<file path="config.mk">
export PLATFORM = sky130hd
export DESIGN_NAME = branch_encoder
export DESIGN_NICKNAME = d
export VERILOG_FILES = /design/src/rtl/branch_enc_pkg.sv /design/src/rtl/branch_encoder_offset_fits.sv /design/src/rtl/branch_encoder.sv
export SDC_FILE = /design/constraint.sdc
export NUM_CORES = 1
export LEC_CHECK = 0
export ABC_CLOCK_PERIOD_IN_PS = 4200
export CAP_MARGIN = 20
export CORE_UTILIZATION = 35
export CTS_CLUSTER_SIZE = 12
export DETAILED_ROUTE_END_ITERATION = 10
export HOLD_SLACK_MARGIN = 0.05
export PLACE_DENSITY_LB_ADDON = 0.3
export SYNTH_ARGS = -nofsm -noshare
export SYNTH_HDL_FRONTEND = slang
export SYNTH_HIERARCHICAL = 1
export SYNTH_SLANG_ARGS = --single-unit
</file>
<file path="constraint.sdc">
create_clock -name clk -period 4.2 [get_ports clk]
set_clock_uncertainty 0.15 [all_clocks]
set_input_delay 0.63 -clock clk [delete_from_list [all_inputs] [get_ports clk]]
set_output_delay 0.63 -clock clk [all_outputs]
set_load 0.02 [all_outputs]
</file>
<file path="src/rtl/branch_enc_pkg.sv">
// Shared types and constants for the branch instruction encoder.
// Opcode bit patterns and immediate widths live here so every file agrees.
package branch_enc_pkg;

  typedef enum logic [2:0] {
    KIND_B     = 3'd0,
    KIND_BL    = 3'd1,
    KIND_CBZ   = 3'd2,
    KIND_CBNZ  = 3'd3,
    KIND_BCOND = 3'd4
  } branch_kind_e;

  localparam logic [5:0] OPC_B      = 6'b000101;
  localparam logic [5:0] OPC_BL     = 6'b100101;
  localparam logic [7:0] OPC_CBZ    = 8'b1011_0100;
  localparam logic [7:0] OPC_CBNZ   = 8'b1011_0101;
  localparam logic [7:0] OPC_BCOND  = 8'b0101_0100;

  // Immediate widths in words; byte range is [-2^(W+1), 2^(W+1)-4].
  localparam int IMM26_W = 26;
  localparam int IMM19_W = 19;

endpackage

</file>
<file path="src/rtl/branch_encoder_offset_fits.sv">
// Checks that a word offset sign-extends from a FIELD_W-bit immediate and
// returns the truncated immediate field.
module offset_fits #(
  parameter int WORD_W  = 62,
  parameter int FIELD_W = 26
) (
  input  logic [WORD_W-1:0]  word_off_i,
  output logic               fits_o,
  output logic [FIELD_W-1:0] field_o
);

  localparam int HI_W = WORD_W - FIELD_W + 1;

  logic [HI_W-1:0] hi;

  // The field's own sign bit plus everything above it must be uniform.
  assign hi      = word_off_i[WORD_W-1:FIELD_W-1];
  assign fits_o  = (hi == '0) || (hi == '1);
  assign field_o = word_off_i[FIELD_W-1:0];

endmodule

</file>
<file path="src/rtl/branch_encoder.sv">
// Two-stage pipelined encoder turning (kind, pc, target, rt, cond) into a
// 32-bit branch instruction word, with valid/ready handshakes on both sides.
module branch_encoder
  import branch_enc_pkg::*;
#(
  parameter int ADDR_W = 64
) (
  input  logic              clk,
  input  logic              reset_n,
  input  logic              in_valid,
  output logic              in_ready,
  input  logic [2:0]        in_kind,
  input  logic [ADDR_W-1:0] in_pc,
  input  logic [ADDR_W-1:0] in_target,
  input  logic [4:0]        in_rt,
  input  logic [3:0]        in_cond,
  output logic              out_valid,
  input  logic              out_ready,
  output logic [31:0]       out_instr,
  output logic              out_err
);

  localparam int WORD_W = ADDR_W - 2;

  logic              ready_en_q;
  logic              s1_valid_q, s1_valid_d;
  logic              s1_misalign_q;
  logic [2:0]        s1_kind_q;
  logic [WORD_W-1:0] s1_off_q;
  logic [4:0]        s1_rt_q;
  logic [3:0]        s1_cond_q;
  logic              out_valid_q, out_valid_d;
  logic [31:0]       out_instr_q, out_instr_d;
  logic              out_err_q, out_err_d;

  logic              s2_adv, s1_adv, accept;
  logic [ADDR_W-1:0] diff;
  logic              fit26, fit19, ok;
  logic [25:0]       imm26;
  logic [18:0]       imm19;
  logic [31:0]       packed_w;

  // in_ready stays low until the first edge after reset is released.
  always_ff @(posedge clk or negedge reset_n) begin
    if (!reset_n) ready_en_q <= 1'b0;
    else          ready_en_q <= 1'b1;
  end

  always_comb begin
    s2_adv      = !out_valid_q || out_ready;
    s1_adv      = !s1_valid_q || s2_adv;
    in_ready    = ready_en_q && s1_adv;
    accept      = in_valid && in_ready;
    s1_valid_d  = s1_adv ? accept : s1_valid_q;
    out_valid_d = s2_adv ? s1_valid_q : out_valid_q;
  end

  assign diff = in_target - in_pc;

  // ---- S1: offset subtraction and alignment check ----
  always_ff @(posedge clk or negedge reset_n) begin
    if (!reset_n) s1_valid_q <= 1'b0;
    else          s1_valid_q <= s1_valid_d;
  end

  always_ff @(posedge clk) begin
    if (accept) begin
      s1_kind_q     <= in_kind;
      s1_off_q      <= diff[ADDR_W-1:2];
      s1_misalign_q <= (diff[1:0] != 2'b00);
      s1_rt_q       <= in_rt;
      s1_cond_q     <= in_cond;
    end
  end

  offset_fits #(.WORD_W(WORD_W), .FIELD_W(IMM26_W)) u_fit26 (
    .word_off_i (s1_off_q),
    .fits_o     (fit26),
    .field_o    (imm26)
  );

  offset_fits #(.WORD_W(WORD_W), .FIELD_W(IMM19_W)) u_fit19 (
    .word_off_i (s1_off_q),
    .fits_o     (fit19),
    .field_o    (imm19)
  );

  always_comb begin
    packed_w = '0;
    ok       = 1'b0;
    case (s1_kind_q)
      KIND_B:     begin packed_w = {OPC_B, imm26};                    ok = fit26; end
      KIND_BL:    begin packed_w = {OPC_BL, imm26};                   ok = fit26; end
      KIND_CBZ:   begin packed_w = {OPC_CBZ, imm19, s1_rt_q};         ok = fit19; end
      KIND_CBNZ:  begin packed_w = {OPC_CBNZ, imm19, s1_rt_q};        ok = fit19; end
      KIND_BCOND: begin packed_w = {OPC_BCOND, imm19, 1'b0, s1_cond_q}; ok = fit19; end
      default:    begin packed_w = '0;                                ok = 1'b0;  end
    endcase
    if (ok && !s1_misalign_q) begin
      out_instr_d = packed_w;
      out_err_d   = 1'b0;
    end else begin
      out_instr_d = '0;
      out_err_d   = 1'b1;
    end
  end

  // ---- S2: range check, packing, output registers ----
  always_ff @(posedge clk or negedge reset_n) begin
    if (!reset_n) begin
      out_valid_q <= 1'b0;
      out_instr_q <= '0;
      out_err_q   <= 1'b0;
    end else begin
      out_valid_q <= out_valid_d;
      if (s2_adv && s1_valid_q) begin
        out_instr_q <= out_instr_d;
        out_err_q   <= out_err_d;
      end
    end
  end

  assign out_valid = out_valid_q;
  assign out_instr = out_instr_q;
  assign out_err   = out_err_q;

endmodule

</file>
==> results by group <==
Cells and area
  – Multi-input combinational cell area: 0.00468 sq mm
  – Share of layout cells above drive strength 1: 0.0584
  – Synth-to-Final Area Change: 22.7%
  – # diodes: 0
  – Register area: 0.00310 sq mm
  – Util after Layout: 0.440
  – Final #Nets: 1,298
  – FILL cells: 2,425

Clock tree
  – Clk slew on worst S/H paths: 0.07 ns
  – Worst-Skew Late Latency: 0.36 ns
  – CTS resizes: 0
  – Root Buffer: clkbuf_16
  – Sink Count: 109
  – # hold bufs at CTS: 0
  – CTS tree: done
  – H-tree levels: 3
  – # Post-CTS Setup Buffers: 0
  – Num CTS Buffers: 9
  – CTS Buffer Depth: 2

Global routing
  – Number of global-route vias before repair: 6,986
  – First-pass GRT wire length: 35,100 um
  – GR peak layer: met2
  – GRT Total Usage: 0.169
  – Largest net degree at the start of global routing: 77
  – Met1 Usage GRT: 0.250
  – GR met3 Demand/Resource: 0.0209
  – GRT overflow: 0
  – Initial antenna violation count: 0
  – Grt met2 use: 0.259

Drt
  – Vias: 7,302
  – Wire per inst: 15.4 um
  – DRC viols: 0
  – Pre-antenna DRT Iters: 5
  – Vias per cell: 5.15
  – Drt initial violations: 419
  – Post-DRT Antenna Nets: 0
  – Drt total wl: 21,800 um

STA
  – Setup ws final: 0.271 ns
  – Tcrit/Tclk final: 0.935
  – Unrepaired setup endpoints after global routing: no
  – Fin crit period: 3.93 ns
  – Max Freq: 0.255 GHz
  – Slew HR: 0.630
  – Final setup vio count: 0
  – Max-slew violations: 0
  – Final hold violations: 0
  – Slew @ Worst Pin: 0.555 ns

Setup path
  – CP Launch Point: in_target[0]
  – Critical path class: input pin to register
  – FF-to-FF End: out_instr[24]$_DFFE_PN0P_
  – Worst r2r path cells: 7
  – Required time of the critical path: 4.15 ns
  – CP Launch Type: input pin
  – CP Capture Type: register
  – Critical Path, Cell by Cell: clkdlybuf4s50_1, inv_1, ha_1, fa_1, and2b_1, o2111ai_2, a2111o_1, a31oi_2, a21oi_2, o211a_4, o31ai_4, a41oi_2, xnor2_1
  – Flop-to-flop setup slack: 1.36 ns
  – CP max FO: 3
  – Crit-path max cell delay: 0.50 ns
  – Reg-to-Reg Start: s1_off_q[35]$_DFFE_PP_
  – CP max-delay cell: a2111o_1
  – Crit path DAT: 3.88 ns

Yosys
  – Syn_nets: 1,183
  – Number of flops mapped to enable cells by yosys: 75
  – Register bit total from synthesis: 109
  – Post-Syn Area: 0.00877 sq mm
  – Unique masters post-synth: 72
  – Most used DFF post-synth: edfxtp_1
  – Yosys warns: 6
  – Yosys top cell by area: edfxtp_1
  – Cell count after synthesis: 975
  – Ys async rst share: 0.312
  – Synth top area share: 0.257
  – Area contributors post-synth: edfxtp_1 (26%), dfrtp_1 (9.7%), ha_1 (9.0%)
  – Syn Area/Cell: 9.00 sq um
  – Post-synthesis sequential area ratio: 0.354

Power
  – Power, Total: 3.14 mW
  – Pwr Density: 291 mW/mm^2
  – Worst vdd ir: 221 uV
  – Leak pwr: 4.47 nW

Floorplan
  – IO Count: 179
  – Starting Density: 0.359
  – Die width: 160 um
  – Die ar.: 0.0257 sq mm
  – Core Area: 0.0245 sq mm
  – Die Ht: 160 um
  – Num rows: 57

Outcome
  – Run status: finished, final reports clean

Hold path
  – Hold path depth: 2
  – HP Start: out_instr[3]$_DFFE_PN0P_
  – WHS Endpoint: out_instr[3]$_DFFE_PN0P_
  – Worst Hold Class: register to register

Placed design
  – Buffers on Ports: 177
  – Final Wtd Congestion: 0.865
  – Setup WS pre-CTS: -0.0907 ns
  – HPWL Detailed: 17,400 um

Flow run
  – MaxCap Viol Count: 0
==> cells in the mapped netlist, types with 6 or more instances <==
cell      number
nand3_1       13
a31oi_1        8
nand2_1       84
nor2_1        45
buf_4         51
o21ai_1        6
nor2b_1       15
a22oi_1       21
ha_1          63
a21oi_1       74
xor2_1        23
o211ai_1       7
nand4_1       52
a21o_1        45
clkbuf_1      31
nor3_1         7
o21bai_1      14
o21ai_0       63
edfxtp_1      75
inv_1         85
dfrtp_1       34
xnor2_1       36
nor4_1        19
or3_1          6
o21a_1         6
and3_1         6
==> worst max path at each step <==
stage,to,slack [ns],depth (start not counted)
floorplan,s1_cond_q[0]$_DFFE_PP_,0.50,3
global placement,s1_off_q[60]$_DFFE_PP_,-0.08,13
detailed placement,s1_off_q[60]$_DFFE_PP_,-0.09,13
CTS,s1_off_q[60]$_DFFE_PP_,0.26,13
global route,s1_off_q[60]$_DFFE_PP_,0.11,13
finish,s1_off_q[60]$_DFFE_PP_,0.27,13
==> report_power, final <==
| part | total [mW] | switching, mW | internal [mW] |
|---|---|---|---|
| registers | 1.32 | 0.0606 | 1.26 |
| logic | 0.914 | 0.481 | 0.432 |
| clock network | 0.906 | 0.380 | 0.526 |
| total | 3.14 | 0.922 | 2.22 |
==> state kept, by name (all words and copies together), names as in the netlist <==
signal / count
out_err: 1
out_instr: 30
out_valid: 1
ready_en_q: 1
s1_cond_q: 4
s1_kind_q: 3
s1_misalign_q: 1
s1_off_q: 62
s1_rt_q: 5
s1_valid_q: 1
==> cell families after synthesis <==
logic type | count (synthesis) | synth area share
buf+inv | 179 | 0.113
simple gates | 269 | 0.158
xor+xnor | 59 | 0.0589
compound gates | 289 | 0.220
fa+ha+maj | 64 | 0.0921
mux | 4 | 0.00456
flops | 109 | 0.354
other cells | 2 | 0.000856
==> layout make-up <==
class	count	share of cell area
multi-input cells	687	0.435
flip-flops and latches	109	0.288
repair buffers	198	0.180
well taps	324	0.0377
inverters	85	0.0296
clock buffers	11	0.0216
clock inverters	5	0.00755
==> placed cells by master (no fill, tap or decap), drive strengths merged, types with 15 or more instances in the layout <==
master,synthesis,routed
a21o,47,47
a21oi,76,76
a22oi,21,21
buf,59,21
clkdlybuf4s50,0,177
dfrtp,34,34
edfxtp,75,75
ha,63,63
inv,85,87
nand2,84,84
nand4,52,52
nor2,45,45
nor2b,15,15
nor4,24,24
o21ai,70,70
xnor2,36,36
xor2,23,23
==> stage by stage <==
stage	instance area, sq um	setup TNS [ns]	hold slack, ns	std cells
5_1_grt	10800	0	0.354	1419
3_3_place_gp	10500	-0.114	0.310	1403
6_report	10800	0	0.329	1419
3_5_place_dp	10500	-0.121	0.320	1403
2_1_floorplan	8770	0	0.184	975
4_1_cts	10800	0	0.338	1419
==> metal layers <==
| metal | vias to the layer above | share of wire |
|---|---|---|
| met3 | 14 | 0.039 |
| met2 | 167 | 0.44 |
| met4 | 0 | 0.010 |
| li1 | 3730 | - |
| met1 | 3391 | 0.51 |
| met5 | - | 0 |
==> worst max-delay path, delay by kind of cell <==
family	cells	cell delay (ns)
AOI/OAI and AO/OA	7	1.78
buffers and inverters	2	0.49
and+or+nand+nor	1	0.25
xor gates and xnor gates	1	0.15
adders and majority gates	2	0.58
No activity file was read; power rests on OpenSTA's default activity.
